File: src/rtl/adc_event_irq_ctrl.sv
// Interrupt controller for adc_event_ctrl level flags: sticky W1C status, overflow,
// priority id, a single hold-off-spaced interrupt line and a saturating assertion counter.
module adc_event_irq_ctrl #(
  parameter int NUM_EVT   = 10,
  parameter int HOLDOFF_W = 8,
  parameter int CNT_W     = 16
) (
  input  logic                 adc_wclk,
  input  logic                 adc_wclk_rst,
  input  logic [NUM_EVT-1:0]   data_event_intr,
  input  logic                 irq_en,
  input  logic [NUM_EVT-1:0]   irq_status_clr,
  input  logic [HOLDOFF_W-1:0] irq_holdoff,
  output logic [NUM_EVT-1:0]   irq_status,
  output logic [NUM_EVT-1:0]   irq_ovf,
  output logic [3:0]           irq_id,
  output logic                 irq_out,
  output logic [CNT_W-1:0]     irq_count
);

  typedef enum logic [1:0] {
    IDLE    = 2'd0,
    ASSERT  = 2'd1,
    HOLDOFF = 2'd2
  } irq_state_t;

  irq_state_t             state, state_nxt;
  logic [NUM_EVT-1:0]     evt_d;
  logic [NUM_EVT-1:0]     rise;
  logic [HOLDOFF_W-1:0]   cnt;
  logic                   load_cnt;
  logic                   irq_start;

  // Lowest set index wins; 4'hF means nothing pending.
  function automatic logic [3:0] prio_enc(input logic [NUM_EVT-1:0] s);
    logic [3:0] id;
    id = 4'hF;
    for (int i = NUM_EVT - 1; i >= 0; i--) begin
      if (s[i]) id = 4'(i);
    end
    return id;
  endfunction

  function automatic logic [CNT_W-1:0] sat_inc(input logic [CNT_W-1:0] c);
    return (&c) ? c : c + CNT_W'(1);
  endfunction

  // Stage p0: edge detect against the previous cycle's levels.
  assign rise = data_event_intr & ~evt_d;

  always_ff @(posedge adc_wclk) begin
    if (adc_wclk_rst) begin
      evt_d      <= '0;
      irq_status <= '0;
      irq_ovf    <= '0;
    end else begin
      evt_d      <= data_event_intr;
      irq_status <= (irq_status & ~irq_status_clr) | rise;
      irq_ovf    <= (irq_ovf & ~irq_status_clr) | (rise & irq_status & ~irq_status_clr);
    end
  end

  // Stage p1: id follows the registered status; FSM decides the line from it.
  assign irq_id = prio_enc(irq_status);

  always_comb begin
    state_nxt = state;
    load_cnt  = 1'b0;
    irq_start = 1'b0;
    case (state)
      IDLE: begin
        if (irq_en && (|irq_status)) begin
          state_nxt = ASSERT;
          irq_start = 1'b1;
        end
      end
      ASSERT: begin
        if (!(|irq_status) || !irq_en) begin
          if (irq_holdoff == '0) begin
            state_nxt = IDLE;
          end else begin
            state_nxt = HOLDOFF;
            load_cnt  = 1'b1;
          end
        end
      end
      HOLDOFF: begin
        if (cnt <= HOLDOFF_W'(1)) state_nxt = IDLE;
      end
      default: state_nxt = IDLE;
    endcase
  end

  always_ff @(posedge adc_wclk) begin
    if (adc_wclk_rst) begin
      state     <= IDLE;
      cnt       <= '0;
      irq_out   <= 1'b0;
      irq_count <= '0;
    end else begin
      state   <= state_nxt;
      irq_out <= (state_nxt == ASSERT);
      if (load_cnt) begin
        cnt <= irq_holdoff;
      end else if (state == HOLDOFF && cnt != '0) begin
        cnt <= cnt - HOLDOFF_W'(1);
      end
      if (irq_start) irq_count <= sat_inc(irq_count);
    end
  end

endmodule

File: config.mk
export PLATFORM = sky130hd
export DESIGN_NAME = adc_event_irq_ctrl
export DESIGN_NICKNAME = d
export VERILOG_FILES = /design/src/rtl/adc_event_irq_ctrl.sv
export SDC_FILE = /design/constraint.sdc
export NUM_CORES = 1
export LEC_CHECK = 0
export CORE_MARGIN = 4
export CORE_UTILIZATION = 45
export CTS_CLUSTER_SIZE = 8
export DETAILED_ROUTE_END_ITERATION = 10
export PLACE_DENSITY = 0.83
export SKIP_CTS_REPAIR_TIMING = 1
export SYNTH_ARGS = -nofsm -noshare
export SYNTH_HDL_FRONTEND = slang
export SYNTH_SLANG_ARGS = --single-unit
File: constraint.sdc
create_clock -name adc_wclk -period 2.3 [get_ports adc_wclk]
set_input_delay 0.345 -clock adc_wclk [delete_from_list [all_inputs] [get_ports adc_wclk]]
set_output_delay 0.345 -clock adc_wclk [all_outputs]
set_load 0.03 [all_outputs]
==> results.md, run 1 <==
- Worst Setup Start Kind: register
- Grt ovf: 0
- CP Class: reg -> reg
- Critical path buffers and inverters: 0
- Ys async rst share: 0%
- Worst r2r dst: cnt[3]$_SDFFE_PP0P_
- Final Non-Filler Cells: approximately 450
- Port Buffer Count: a little over 70
- Crit-path cells: nor4_4, nand2_1, a221o_1, nor3b_1, a221o_1
- N_diodes: 0
- Worst Hold End: irq_count[8]$_SDFFE_PP0P_
- Synth warn: 0
- RSZ-0062 raised after global routing: no
- Placed cells: between 400 and 500
- Syn Inst Count: approximately 290
- Synth top area share: about 45%
- Lkg Pwr: approximately 1.4 nW
- Via count: 2441
- CTS tree: yes
- Die Width: between 80 and 90 um
- CTS root buffer: clkbuf_8
- Final Critical Period: ~2 ns
- Starting Density: a little under half
- Tcrit/Tclk final: 87.3%
- Yosys reg bits: 57
- Highest clock rate: 0.498 GHz
- Vias in the first global route: roughly 2400
- R2r worst-path depth: 5
- Flop2flop setup slack: 0.29 ns
- Max-cap violations: 0
- Min-delay src: adc_wclk_rst
- Num CTS Buffers: 9
- Fin Hold WS: about 0.45 ns
- Worst rel slew slack: 59.8%
- Worst Clk Skew: slightly above 0.008 ns
- Worst skew pair latency: between 0.3 and 0.4 ns
- Largest cells by area after synthesis: dfxtp_1 45%, nor3_1 4.3%, nor2_1 4.1%, a21oi_1 3.5%, nand2b_1 3.4%
- Layout cells sized above 1: under 10%
- Initial antenna violation count: 0
- Total clock sinks: between 50 and 60
- Most numerous cell in the Yosys netlist: dfxtp_1
- Most used cell, CP: a221o_1
- Post-synth top area cell: dfxtp_1
- Clock transition at the registers of the reported paths: approximately 0.060 ns
- H-tree level count: 3
- WL/cell: 14.0 um
- Fin nets: 410
- Io pins: 72
- CP peak stage delay: about 0.53 ns
- VDD IR max: roughly 0.44 mV
- Primary FF master, synth: dfxtp_1
- Cell Rows: 27
- DRT iter0 DRCs: about 100
- Die ar.: around 6900 um2
- DRC violations left: 0
- R2r startpoint: irq_status[0]$_SDFF_PP0_
- Global-route wire length before repair: approximately 10000 um
- Final TNS setup: 0 ns
- Final total power: 0.00243 W
- CP required: between 2 and 3 ns
- DPL Wire Length: approximately 4700 um
- Core box area: 5510 um2
- Register area share after synthesis: 44.8%
- CP Data Arrival Time: 2.22 ns
- Final Hold Viols: 0
- EDFF count, synth: 0
- Commonest cells post-synth: 57 x dfxtp_1, 28 x nor2_1, 22 x nor3_1
- CP max-delay cell: a221o_1
- Pwr dens: 674 nW/um2
- Final wirelength: ~6400 um
- Max Root-Sink Buffers: 2
- Outcome: complete, no violations
- Die Y: approximately 83 um
- Crit path max fanout: 11
- Area Overhead vs Synth: 41.8%
- Final setup viols: 0
- CP top delay family: compound AO/OA/AOI/OAI gates
- Post-synth net total: 325
- Post-route ant nets: 0
- Hold Crit Class: in -> reg
- Stages on the worst setup path: 5
- Syn Area/Cell: 8.75 um2
- Netlist cell types: ~50
- Worst hold stages: 3
- Least-Margin Pin Slew: 0.598 ns
- Final slew viol count: 0
- Initial DRT Pass Iterations: 4
- Tot GR Track Use: approximately 18%
- Average vias per placed instance: about 5.4
- Crit. End Element: register
- Largest net degree at the start of global routing: 29
- Syn Std Cell Area: ~2500 um2
- Final Wtd Congestion: just under 0.9
## worst register-to-register path, delay by kind of cell (launching register included)
family / cells / cell delay (ns)
AND/OR/NAND/NOR: 3 / 0.73
flip-flops: 1 / 0.38
AO/OA/AOI/OAI: 2 / 0.79
## sequential cells by signal, indices dropped and copies added, names as in the netlist
signal      flops
cnt             8
evt_d          10
irq_count      16
irq_out         1
irq_ovf        10
irq_status     10
state           2
## worst max-delay path by stage
| stage | start | slack, ns | endpoint |
|---|---|---|---|
| 4_1_cts | irq_status[8]$_SDFF_PP0_ | -0.09 | irq_id[1] |
| 3_5_place_dp | irq_en | 0.05 | irq_count[6]$_SDFFE_PP0P_ |
| 6_report | irq_status[0]$_SDFF_PP0_ | 0.29 | cnt[3]$_SDFFE_PP0P_ |
| 5_1_grt | irq_count[4]$_SDFFE_PP0P_ | 0.18 | irq_count[0]$_SDFFE_PP0P_ |
| 3_3_place_gp | irq_en | 0.10 | irq_count[6]$_SDFFE_PP0P_ |
| 2_1_floorplan | irq_count[4]$_SDFFE_PP0P_ | 0.30 | irq_count[1]$_SDFFE_PP0P_ |
## placed cells by master, fill, tap and decap left out, drive strengths merged, types with 3 or more instances in the layout
cell           netlist  layout
a21oi               18      18
a31oi               13      13
buf                  3      12
clkbuf               5      14
clkdlybuf4s50        0      66
dfxtp               57      57
dlymetal6s2s         0       4
ha                   3       3
inv                 19      19
nand2               20      20
nand2b              14      14
nand3                9       9
nand4                7       7
nor2                28      28
nor2b               11      11
nor3                22      22
nor3b                4       4
nor4                10      10
o21ai                5       5
o41ai                3       3
xnor2                4       4
xor2                 6       6
## per-layer routing
layer	vias to the layer above	track usage (%)	wire [um]
li1	1214	-	-
met1	1134	19.6	2640
met2	87	31.2	3090
met3	6	8.53	564
met4	0	7.58	70
met5	-	0	0
## area by class of cell
class / count / area [um2]
Timing Repair Buffer: 82 / 798
Clock buffer: 14 / 173
Multi-Input combinational cell: 207 / 1300
Fill cell: 455 / 1900
Sequential cell: 57 / 1140
Clock inverter: 2 / 35.0
Tap cell: 72 / 90.1
Inverter: 19 / 71.3
## where the power goes
part	switching, W	internal [W]
combinational	0.000210	0.000187
sequential	0.0000479	0.00103
clock	0.000368	0.000588
## cell families after synthesis
group                    share of synthesized area [%]
AND/OR/NAND/NOR                                   29.2
AO/OA/AOI/OAI                                     16.3
flip-flops                                        44.8
buffers and inverters                             4.03
XOR/XNOR                                          3.44
adder cells (fa/ha/maj)                           1.47
multiplexers                                     0.786
## stage by stage
step	instance area [um2]	worst slack, ns	utilization [%]
CTS	3600	-0.0937	65.4
detailed placement	3390	0.0507	61.6
floorplan	2550	0.297	-
global route	3610	0.178	65.6
finish	3610	0.293	65.6
global placement	3390	0.104	61.6
Note: power is estimated with default switching activity, not from simulation.
==> inputs of run 2 (changes only) <==
- CORE_MARGIN: 4 -> 2
- PLACE_DENSITY: 0.83 -> 0.86
- SLEW_MARGIN: not set -> 20
==> run 2 against run 1 <==
Against the previous run:
- combinational power is 2% higher
- largest cell class unchanged
- non-clock buffer count shrank 1
- critical endpoint is now irq_id[1]
- sequential share of layout area rose by 0.40 points
==> results.md, run 2 (same netlist as run 1, synthesis figures left out) <==
- Final Critical Period: 2.07 ns (+0.0627 ns)
- CTS root buffer: clkbuf_8
- Worst Hold End: evt_d[8]$_SDFF_PP0_
- Final TNS setup: 0 ns (unchanged)
- Filler Cell Count: 474 (+4.2%)
- Max Root-Sink Buffers: 2 (unchanged)
- Least-Margin Pin Slew: 0.582 ns (-0.0156 ns)
- Min-delay src: adc_wclk_rst
- Final setup margin: 0.230 ns (-0.0627 ns)
- Lkg Pwr: 1.34 nW (-2.3%)
- Die Width: 79.2 um (-4.8%)
- H-tree level count: 3 (unchanged)
- WL/cell: 14.1 um (+0.54%)
- Fin Hold WS: 0.385 ns (-0.0606 ns)
- Commonest non-fill, non-tap cell in the layout: clkdlybuf4s50_1
- Final setup viols: 0 (unchanged)
- Worst rel slew slack: 60.8% (+1.0 points)
- Pwr dens: 643 nW/um2 (-4.5%)
- Max-cap violations: 0 (unchanged)
- Total clock sinks: 57 (unchanged)
- N_diodes: 0 (unchanged)
- Worst r2r dst: cnt[3]$_SDFFE_PP0P_
- Die ar.: 6280 um2 (-9.4%)
- Area Overhead vs Synth: 40.0%
- Final wirelength: 6360 um (about the same)
- R2r worst-path depth: 5 (unchanged)
- Io pins: 72 (unchanged)
- Worst hold stages: 2 (-1)
- Worst Clk Skew: 0.00798 ns (-0.000114 ns)
- Met2 usage: 35.2% (+4.0 points)
- Num CTS Buffers: 9 (unchanged)
- Outcome: complete, no violations
- Clock transition at the registers of the reported paths: 0.07 ns (about the same)
- Global-route wire length before repair: 10700 um (+2.0%)
- Core box area: 5470 um2 (-0.61%)
- Cell Rows: 27 (unchanged)
- Hold Crit Class: in -> reg
- Flop2flop setup slack: 0.31 ns (+0.02 ns)
- Tot GR Track Use: 21.7% (+3.3 points)
- Commonest cells after routing, fill and taps aside: 66 x clkdlybuf4s50_1, 57 x dfxtp_1, 28 x nor2_1
- RSZ-0062 raised after global routing: no
- Grt peak-use layer: met2
- Final Wtd Congestion: 0.876 (-0.68%)
- Final slew viol count: 0 (unchanged)
- Post-route ant nets: 0 (unchanged)
- Via count: 2434 (-0.29%)
- Top reg by flops: irq_count
- CP peak stage delay: 0.36 ns (-0.17 ns)
- R2r startpoint: irq_status[7]$_SDFF_PP0_
- Met3 usage: 6.82% (-1.7 points)
- Largest net degree at the start of global routing: 42 (+45%)
- M1 GR Usage: 25.6% (+6.0 points)
- Grt ovf: 0 (unchanged)
- CP Class: reg -> out
- Starting Density: 46.5% (+0.29 points)
- CP required: 1.96 ns (-0.56 ns)
- Fin nets: 409 (-0.24%)
- Initial DRT Pass Iterations: 4 (unchanged)
- Final Instance Area: 3570 um2 (-1.2%)
- Final Hold Viols: 0 (unchanged)
- DRC violations left: 0 (unchanged)
- CP max-delay cell: dfxtp_1
- Worst Setup Start Kind: register
- Crit-path cells: nor2_1, nor3_1, nor3_1, nor3_1, nor3_1, dlymetal6s2s_1
- Cell area after placement: 3370 um2 (-0.66%)
- DPL Wire Length: 4630 um (-1.2%)
- Vias in the first global route: 2382 (-1.5%)
- Pre-CTS WS: 0.0584 ns (+0.00772 ns)
- Layout cells sized above 1: 10.0% (+0.053 points)
- Highest clock rate: 0.483 GHz (-3.0%)
- Port Buffer Count: 71 (unchanged)
- Max reg flops: 16 (unchanged)
- Crit. End Element: output port
- Die Y: 79.2 um (-4.8%)
- CTS tree: yes
- Most used cell, CP: nor3_1
- Tcrit/Tclk final: 90.0% (+2.7 points)
- Fin util: 65.2% (-0.42 points)
- Crit path max fanout: 6 (-5)
- CP Data Arrival Time: 1.72 ns (-0.50 ns)
- VDD IR max: 0.479 mV (+8.1%)
- Initial antenna violation count: 0 (unchanged)
- Worst skew pair latency: 0.34 ns (about the same)
- DRT iter0 DRCs: 216 (+110%)
- Average vias per placed instance: 5.40 (+0.16%)
## run 2: worst max path at each step
stage                                    from                         to
finish               irq_status[9]$_SDFF_PP0_                  irq_id[1]
detailed placement                     irq_en  irq_count[6]$_SDFFE_PP0P_
global placement                       irq_en  irq_count[6]$_SDFFE_PP0P_
global route         irq_status[9]$_SDFF_PP0_                  irq_id[1]
floorplan           irq_count[4]$_SDFFE_PP0P_  irq_count[1]$_SDFFE_PP0P_
CTS                  irq_status[9]$_SDFF_PP0_                  irq_id[1]
## run 2: layout make-up
type | instances | area, um2 | area share, %
clock buffer | 10 | 138 | 3.86
clock inverter | 5 | 32.5 | 0.912
inverter | 19 | 71.3 | 2.00
multi-input combinational | 207 | 1300 | 36.5
sequential | 57 | 1140 | 32.0
tap | 72 | 90.1 | 2.53
timing repair buffer | 81 | 791 | 22.2
## run 2: where the power goes
part / internal [W] / switching (W) / leakage (nW)
Sequential: 0.00103 / 0.0000468 / 0.466
Combinational: 0.000190 / 0.000216 / 0.791
Clock: 0.000409 / 0.000401 / 0.0802
Total: 0.00163 / 0.000664 / 1.34
## run 2: critical path, delay by kind of cell, from the launching register on
family | cells | cell delay (ns)
flops | 1 | 0.36
buf+inv | 1 | 0.32
simple gates | 5 | 0.71
## run 2: per-stage QoR
step	instances	total power [W]
detailed placement	434	0.00150
CTS	449	0.00231
global placement	434	0.00149
finish	451	0.00229
floorplan	291	0.00132
global route	451	0.00240
## run 2: metal layers
metal,vias up,routed length [um]
li1,1217,-
met1,1110,2710
met2,88,3070
met3,19,461
met4,0,122
met5,-,0
==> inputs of run 3 (changes only) <==
- CTS_CLUSTER_SIZE: 8 -> not set
==> results of run 3 <==
No change in the layout: final DEF, timing and power equal those of run 2.
